<file path="config.mk">
export PLATFORM = sky130hd
export DESIGN_NAME = pipe_stage_reg_flat
export DESIGN_NICKNAME = d
export VERILOG_FILES = /design/src/rtl/pipe_stage_reg_if.sv /design/src/rtl/pipe_stage_reg.sv /design/src/flat_wrapper.sv
export SDC_FILE = /design/constraint.sdc
export NUM_CORES = 1
export LEC_CHECK = 0
export CAP_MARGIN = 5
export CORE_MARGIN = 2
export CORE_UTILIZATION = 37
export CTS_CLUSTER_SIZE = 14
export DETAILED_ROUTE_END_ITERATION = 10
export PLACE_DENSITY = 0.82
export SLEW_MARGIN = 20
export SYNTH_ARGS = -nofsm -noshare
export SYNTH_HDL_FRONTEND = slang
export SYNTH_SLANG_ARGS = --single-unit
</file>
<file path="constraint.sdc">
create_clock -name i_clk -period 2.07 [get_ports i_clk]
set_clock_uncertainty 0.2 [all_clocks]
set_input_delay 0.5175 -clock i_clk [delete_from_list [all_inputs] [get_ports i_clk]]
set_output_delay 0.5175 -clock i_clk [all_outputs]
set_load 0.01 [all_outputs]
</file>
<file path="src/rtl/pipe_stage_reg_if.sv">
// Handshake/payload bundle between a pipeline stage register and its neighbours.
// The master drives the i_* side (upstream stage and hazard unit); the slave is the stage register.
interface pipe_stage_reg_if #(
   parameter int WD_W   = 32,
   parameter int TNEW_W = 2,
   parameter int HOLD_W = 4
);
   logic              i_stall;
   logic              i_flush;
   logic              i_valid;
   logic [31:0]       i_instr;
   logic [31:0]       i_pc;
   logic [4:0]        i_a3;
   logic              i_reg_we;
   logic [WD_W-1:0]   i_wd;
   logic [TNEW_W-1:0] i_tnew;
   logic              o_valid;
   logic [31:0]       o_instr;
   logic [31:0]       o_pc;
   logic [4:0]        o_a3;
   logic              o_reg_we;
   logic [WD_W-1:0]   o_wd;
   logic [TNEW_W-1:0] o_tnew;
   logic [HOLD_W-1:0] o_hold_cnt;

   modport master (
      output i_stall, i_flush, i_valid, i_instr, i_pc, i_a3, i_reg_we, i_wd, i_tnew,
      input  o_valid, o_instr, o_pc, o_a3, o_reg_we, o_wd, o_tnew, o_hold_cnt
   );

   modport slave (
      input  i_stall, i_flush, i_valid, i_instr, i_pc, i_a3, i_reg_we, i_wd, i_tnew,
      output o_valid, o_instr, o_pc, o_a3, o_reg_we, o_wd, o_tnew, o_hold_cnt
   );
endinterface

</file>
<file path="src/rtl/pipe_stage_reg.sv">
// Inter-stage pipeline register for the 5-stage MIPS core with stall/flush, valid tracking,
// a decrementing Tnew hazard tag and a saturating consecutive-stall counter.
module pipe_stage_reg #(
   parameter int WD_W     = 32,
   parameter int TNEW_W   = 2,
   parameter int TNEW_DEC = 1,
   parameter int HOLD_W   = 4
) (
   input logic             i_clk,
   input logic             i_reset,
   pipe_stage_reg_if.slave bus
);
   localparam logic [31:0]       DEC_32 = TNEW_DEC;
   localparam logic [TNEW_W-1:0] DEC_N  = DEC_32[TNEW_W-1:0];

   logic              r_valid;
   logic [31:0]       r_instr;
   logic [31:0]       r_pc;
   logic [4:0]        r_a3;
   logic              r_reg_we;
   logic [WD_W-1:0]   r_wd;
   logic [TNEW_W-1:0] r_tnew;
   logic [HOLD_W-1:0] r_hold;

   logic              w_valid;
   logic [31:0]       w_instr;
   logic [31:0]       w_pc;
   logic [4:0]        w_a3;
   logic              w_reg_we;
   logic [WD_W-1:0]   w_wd;
   logic [TNEW_W-1:0] w_tnew;
   logic [HOLD_W-1:0] w_hold;
   logic [31:0]       w_tnew_ext;

   assign w_tnew_ext = {{(32-TNEW_W){1'b0}}, bus.i_tnew};

   // Next-state selection: Flush > Stall > Load (reset handled in the register block).
   always_comb begin
      w_valid  = r_valid;
      w_instr  = r_instr;
      w_pc     = r_pc;
      w_a3     = r_a3;
      w_reg_we = r_reg_we;
      w_wd     = r_wd;
      w_tnew   = r_tnew;
      w_hold   = r_hold;
      if (bus.i_flush) begin
         // Bubble keeps the PC so a squashed slot can still be traced.
         w_valid  = 1'b0;
         w_instr  = 32'h0000_0000;
         w_pc     = bus.i_pc;
         w_a3     = 5'd0;
         w_reg_we = 1'b0;
         w_wd     = {WD_W{1'b0}};
         w_tnew   = {TNEW_W{1'b0}};
         w_hold   = {HOLD_W{1'b0}};
      end else if (bus.i_stall) begin
         if (r_hold != {HOLD_W{1'b1}}) begin
            w_hold = r_hold + {{(HOLD_W-1){1'b0}}, 1'b1};
         end else begin
            w_hold = r_hold;
         end
      end else begin
         w_valid  = bus.i_valid;
         w_pc     = bus.i_pc;
         w_wd     = bus.i_wd;
         w_hold   = {HOLD_W{1'b0}};
         // $0 is hardwired, so a write to it is never advertised downstream.
         w_reg_we = bus.i_reg_we & bus.i_valid & (bus.i_a3 != 5'd0);
         if (bus.i_valid) begin
            w_instr = bus.i_instr;
            w_a3    = bus.i_a3;
            if (w_tnew_ext > DEC_32) begin
               w_tnew = bus.i_tnew - DEC_N;
            end else begin
               w_tnew = {TNEW_W{1'b0}};
            end
         end else begin
            w_instr = 32'h0000_0000;
            w_a3    = 5'd0;
            w_tnew  = {TNEW_W{1'b0}};
         end
      end
   end

   // State register with synchronous active-high reset.
   always_ff @(posedge i_clk) begin
      if (i_reset) begin
         r_valid  <= 1'b0;
         r_instr  <= 32'h0000_0000;
         r_pc     <= 32'h0000_0000;
         r_a3     <= 5'd0;
         r_reg_we <= 1'b0;
         r_wd     <= {WD_W{1'b0}};
         r_tnew   <= {TNEW_W{1'b0}};
         r_hold   <= {HOLD_W{1'b0}};
      end else begin
         r_valid  <= w_valid;
         r_instr  <= w_instr;
         r_pc     <= w_pc;
         r_a3     <= w_a3;
         r_reg_we <= w_reg_we;
         r_wd     <= w_wd;
         r_tnew   <= w_tnew;
         r_hold   <= w_hold;
      end
   end

   assign bus.o_valid    = r_valid;
   assign bus.o_instr    = r_instr;
   assign bus.o_pc       = r_pc;
   assign bus.o_a3       = r_a3;
   assign bus.o_reg_we   = r_reg_we;
   assign bus.o_wd       = r_wd;
   assign bus.o_tnew     = r_tnew;
   assign bus.o_hold_cnt = r_hold;
endmodule
</file>
<file path="src/flat_wrapper.sv">
// flat-port wrapper written by rule: the top's interface ports become plain ports
module pipe_stage_reg_flat 
#(
   parameter int WD_W     = 32,
   parameter int TNEW_W   = 2,
   parameter int TNEW_DEC = 1,
   parameter int HOLD_W   = 4
)
  (i_clk, i_reset, bus_i_stall, bus_i_flush, bus_i_valid, bus_i_instr, bus_i_pc, bus_i_a3, bus_i_reg_we, bus_i_wd, bus_i_tnew, bus_o_valid, bus_o_instr, bus_o_pc, bus_o_a3, bus_o_reg_we, bus_o_wd, bus_o_tnew, bus_o_hold_cnt);
  pipe_stage_reg_if #(.WD_W(WD_W), .TNEW_W(TNEW_W), .HOLD_W(HOLD_W)) bus_i ();
  input logic i_clk;
  input logic i_reset;
  input wire logic [$bits(bus_i.i_stall)-1:0] bus_i_stall;
  input wire logic [$bits(bus_i.i_flush)-1:0] bus_i_flush;
  input wire logic [$bits(bus_i.i_valid)-1:0] bus_i_valid;
  input wire logic [$bits(bus_i.i_instr)-1:0] bus_i_instr;
  input wire logic [$bits(bus_i.i_pc)-1:0] bus_i_pc;
  input wire logic [$bits(bus_i.i_a3)-1:0] bus_i_a3;
  input wire logic [$bits(bus_i.i_reg_we)-1:0] bus_i_reg_we;
  input wire logic [$bits(bus_i.i_wd)-1:0] bus_i_wd;
  input wire logic [$bits(bus_i.i_tnew)-1:0] bus_i_tnew;
  output wire logic [$bits(bus_i.o_valid)-1:0] bus_o_valid;
  output wire logic [$bits(bus_i.o_instr)-1:0] bus_o_instr;
  output wire logic [$bits(bus_i.o_pc)-1:0] bus_o_pc;
  output wire logic [$bits(bus_i.o_a3)-1:0] bus_o_a3;
  output wire logic [$bits(bus_i.o_reg_we)-1:0] bus_o_reg_we;
  output wire logic [$bits(bus_i.o_wd)-1:0] bus_o_wd;
  output wire logic [$bits(bus_i.o_tnew)-1:0] bus_o_tnew;
  output wire logic [$bits(bus_i.o_hold_cnt)-1:0] bus_o_hold_cnt;
  assign bus_i.i_stall = bus_i_stall;
  assign bus_i.i_flush = bus_i_flush;
  assign bus_i.i_valid = bus_i_valid;
  assign bus_i.i_instr = bus_i_instr;
  assign bus_i.i_pc = bus_i_pc;
  assign bus_i.i_a3 = bus_i_a3;
  assign bus_i.i_reg_we = bus_i_reg_we;
  assign bus_i.i_wd = bus_i_wd;
  assign bus_i.i_tnew = bus_i_tnew;
  assign bus_o_valid = bus_i.o_valid;
  assign bus_o_instr = bus_i.o_instr;
  assign bus_o_pc = bus_i.o_pc;
  assign bus_o_a3 = bus_i.o_a3;
  assign bus_o_reg_we = bus_i.o_reg_we;
  assign bus_o_wd = bus_i.o_wd;
  assign bus_o_tnew = bus_i.o_tnew;
  assign bus_o_hold_cnt = bus_i.o_hold_cnt;
  pipe_stage_reg #(.WD_W(WD_W), .TNEW_W(TNEW_W), .TNEW_DEC(TNEW_DEC), .HOLD_W(HOLD_W)) u_core (.i_clk(i_clk), .i_reset(i_reset), .bus(bus_i));
endmodule
</file>
==> run_results.csv <==
group,metric,value,unit
status,status,"completed",
cts,cts_htree_levels,3,
global_routing,grt_max_degree,42,
setup_path,path_cells,"clkdlybuf4s50_1",
synthesis,synth_nets,470,
sta,worst-slew-pin-transition,0.379,ns
detailed_routing,drtIter0Drc,117,
min_path,holdPathStages,2,
power,switching_power,1.03,mW
power,leakage,2.47,nW
setup_path,reg2reg_depth,3,
sta,period_minus_slack,2.00,ns
power,intPower,3.03,mW
min_path,hold_start,"u_core.bus.o_pc[30]",
finish,fin_area,6190,um2
detailed_routing,drc_errors,0,
finish,regArea,2180,um2
floorplanning,initial_core_util,37.8,%
cts,numCtsBuffers,9,
cts,post_cts_buffers,0,
synthesis,synth_seq_cells,109,
power,power_density,655,nW/um2
finish,final_util,63.6,%
setup_path,critPathMaxStageDelay,0.55,ns
synthesis,synth_warnings,0,
power,p_clk_share,30.4,%
synthesis,yosysMostFrequentCell,"dfxtp_1",
job,drv_cap,0,
power,vdd_drop_max,361,uV
synthesis,synth_top_area_share,59.3,%
finish,num_antenna_cells,0,
global_routing,grt_pass1_vias,3385,
synthesis,synth_commonest_cells,"dfxtp_1 (109), nand2_1 (66), a22o_1 (37)",
detailed_routing,drtPass1Iterations,5,
setup_path,start_kind,"flip-flop",
sta,min_period_over_period,96.7,%
finish,multi_input_area,1360,um2
sta,final.setup.tns,0,ns
cts,clock-sinks,109,
cts,clk_pin_slew,0.12,ns
global_routing,grt_antenna_before_repair,0,
synthesis,yosysSeqAreaShare,59.3,%
floorplanning,dieArea,10800,um2
synthesis,synth_area_leaders,"dfxtp_1 (59%), mux2i_1 (9.0%), a22o_1 (8.8%), nand2_1 (6.7%), a21oi_1 (4.3%)",
global_routing,grt_pass1_wl,16.9,mm
finish,instances_no_fill,707,
synthesis,synth_edf_count,0,
setup_path,cp_num_buf_inv,1,
finish,drive_above_1_share,5.23,%
setup_path,cp_slowest_cell,"clkdlybuf4s50_1",
synthesis,async_flop_share,0,%
setup_path,r2r_end,"u_core.bus.o_hold_cnt[3]",
synthesis,yosys.area.top_type,"dfxtp_1",
cts,cts_tree,"built",
sta,holdWs,0.256,ns
setup_path,worstPathRequired,1.35,ns
sta,rsz0062_at_grt,"false",
sta,drv_slew,0,
detailed_routing,drtAntennaViolNets,0,
sta,maxSlewHeadroom,74.8,%
setup_path,regToRegSetupSlack,0.69,ns
sta,setup_violations,0,
power,comb_power_share,15.0,%
synthesis,syn_area_per_cell,10.2,um2
setup_path,arrival,1.28,ns
placement,dp_cells,691,
global_routing,grtUsageTotal,19.3,%
finish,syn_to_final_growth,68.1,%
detailed_routing,vias_per_cell,4.78,
min_path,holdPathEnd,"u_core.bus.o_pc[30]",
synthesis,synthCells,360,
setup_path,crit_cells,1,
synthesis,synth_ff_type,"dfxtp_1",
placement,placed_area,6000,um2
min_path,hp-class,"reg2reg",
placement,port_buffers,217,
finish,nets,679,
finish,fillCellCount,818,
setup_path,worst-setup-path-type,"reg2out",
power,power_frac_seq,54.6,%
floorplanning,coreArea,9730,um2
synthesis,yosysUniqueCellTypes,26,
floorplanning,ioPinCount,218,
power,power,4.05,mW
setup_path,r2r_start,"u_core.bus.o_hold_cnt[0]",
detailed_routing,vias,3382,
detailed_routing,drt-total-wl,10.6,mm
floorplanning,die_x,104,um
setup_path,crit_family,"buffers and inverters",
floorplanning,core.rowCount,36,
placement,place_ws,-0.0890,ns
sta,worst_slack,0.0685,ns
floorplanning,die_h,104,um
placement,gp_congestion,0.796,
cts,root_buffer,"clkbuf_8",
setup_path,crit_fanout,2,
detailed_routing,wl_per_cell,15.0,um
placement,hpwl,8.00,mm
setup_path,worstSetupEndpointType,"output port",
synthesis,netlist_area,3680,um2
sta,fmax,500,MHz
cts,worst_skew_pair.late_latency,0.36,ns
power,switching_share,25.4,%
cts,clockBufferDepth,2,
sta,hold_violations,0,
global_routing,grt_overflow_total,0,
==> power by group through the flow <==
| stage | Combinational, mW | Clock [mW] | Sequential (mW) |
|---|---|---|---|
| after floorplan | 0.170 | 0 | 2.29 |
| after global placement | 0.598 | 0 | 2.26 |
| after detailed placement | 0.614 | 0 | 2.26 |
| after CTS | 0.615 | 1.28 | 2.21 |
| after global routing | 0.653 | 1.35 | 2.22 |
| final | 0.609 | 1.23 | 2.21 |
==> final cells by class <==
| class | instances | share of cell area, % |
|---|---|---|
| Timing Repair Buffer | 226 | 37.1 |
| Sequential cell | 109 | 35.3 |
| Clock buffer | 9 | 2.00 |
| Tap cell | 133 | 2.69 |
| Multi-Input combinational cell | 223 | 21.9 |
| Clock inverter | 7 | 1.07 |
==> how the worst max path moves through the flow <==
stage	startpoint	endpoint	slack (ns)
3_5_place_dp	bus_i_flush	u_core.bus.o_instr[30]	-0.09
4_1_cts	u_core.bus.o_instr[14]	bus_o_instr[14]	0.02
5_1_grt	u_core.bus.o_wd[23]	bus_o_wd[23]	0.01
2_1_floorplan	bus_i_stall	u_core.bus.o_a3[0]	0.43
3_3_place_gp	bus_i_flush	u_core.bus.o_instr[0]	-0.04
6_report	u_core.bus.o_instr[30]	bus_o_instr[30]	0.07
==> state kept, by name (all words and copies together) (netlist names) <==
register,cells
u_core.bus.o_valid,1
u_core.bus.o_pc,32
u_core.bus.o_instr,32
u_core.bus.o_wd,32
u_core.bus.o_tnew,2
u_core.bus.o_a3,5
u_core.bus.o_reg_we,1
u_core.bus.o_hold_cnt,4
==> metal layers <==
metal,part of all wire [%],track usage (%)
met5,0,0
met4,1.7,6.47
met3,8.0,6.48
met2,51,34.6
met1,40,21.3
==> cell families (layout without fill, tap and decap cells) <==
family                     Yosys count  count (layout)  synth area share (%)
and+or+nand+nor                    112             112                  12.5
DFF                                109             109                  59.3
AOI/OAI and AO/OA                   76              76                  14.7
muxes                               33              33                  8.97
buffers and inverters               28             242                  3.98
adders and majority gates            1               1                 0.340
xor gates and xnor gates             1               1                 0.238
==> cell usage in the layout (no fill, tap or decap), drive strengths merged, types with 2 or more instances in the layout <==
master | netlist | final
clkdlybuf4s50 | 0 | 211
dfxtp | 109 | 109
nand2 | 66 | 66
a22o | 37 | 37
nor2 | 35 | 35
mux2i | 33 | 33
a21oi | 32 | 32
buf | 20 | 10
clkbuf | 8 | 9
nor3 | 4 | 4
dlygate4sd2 | 0 | 4
inv | 0 | 3
nand3 | 2 | 2
a32o | 2 | 2
clkinvlp | 0 | 2
clkinv | 0 | 2
==> repair_timing <==
action,4_1_cts,5_1_grt
setup endpoints to repair,4,1
hold buffers,0,0
pin swaps,0,0
gates resized for setup,4,1
(Power assumes the default switching activity.)
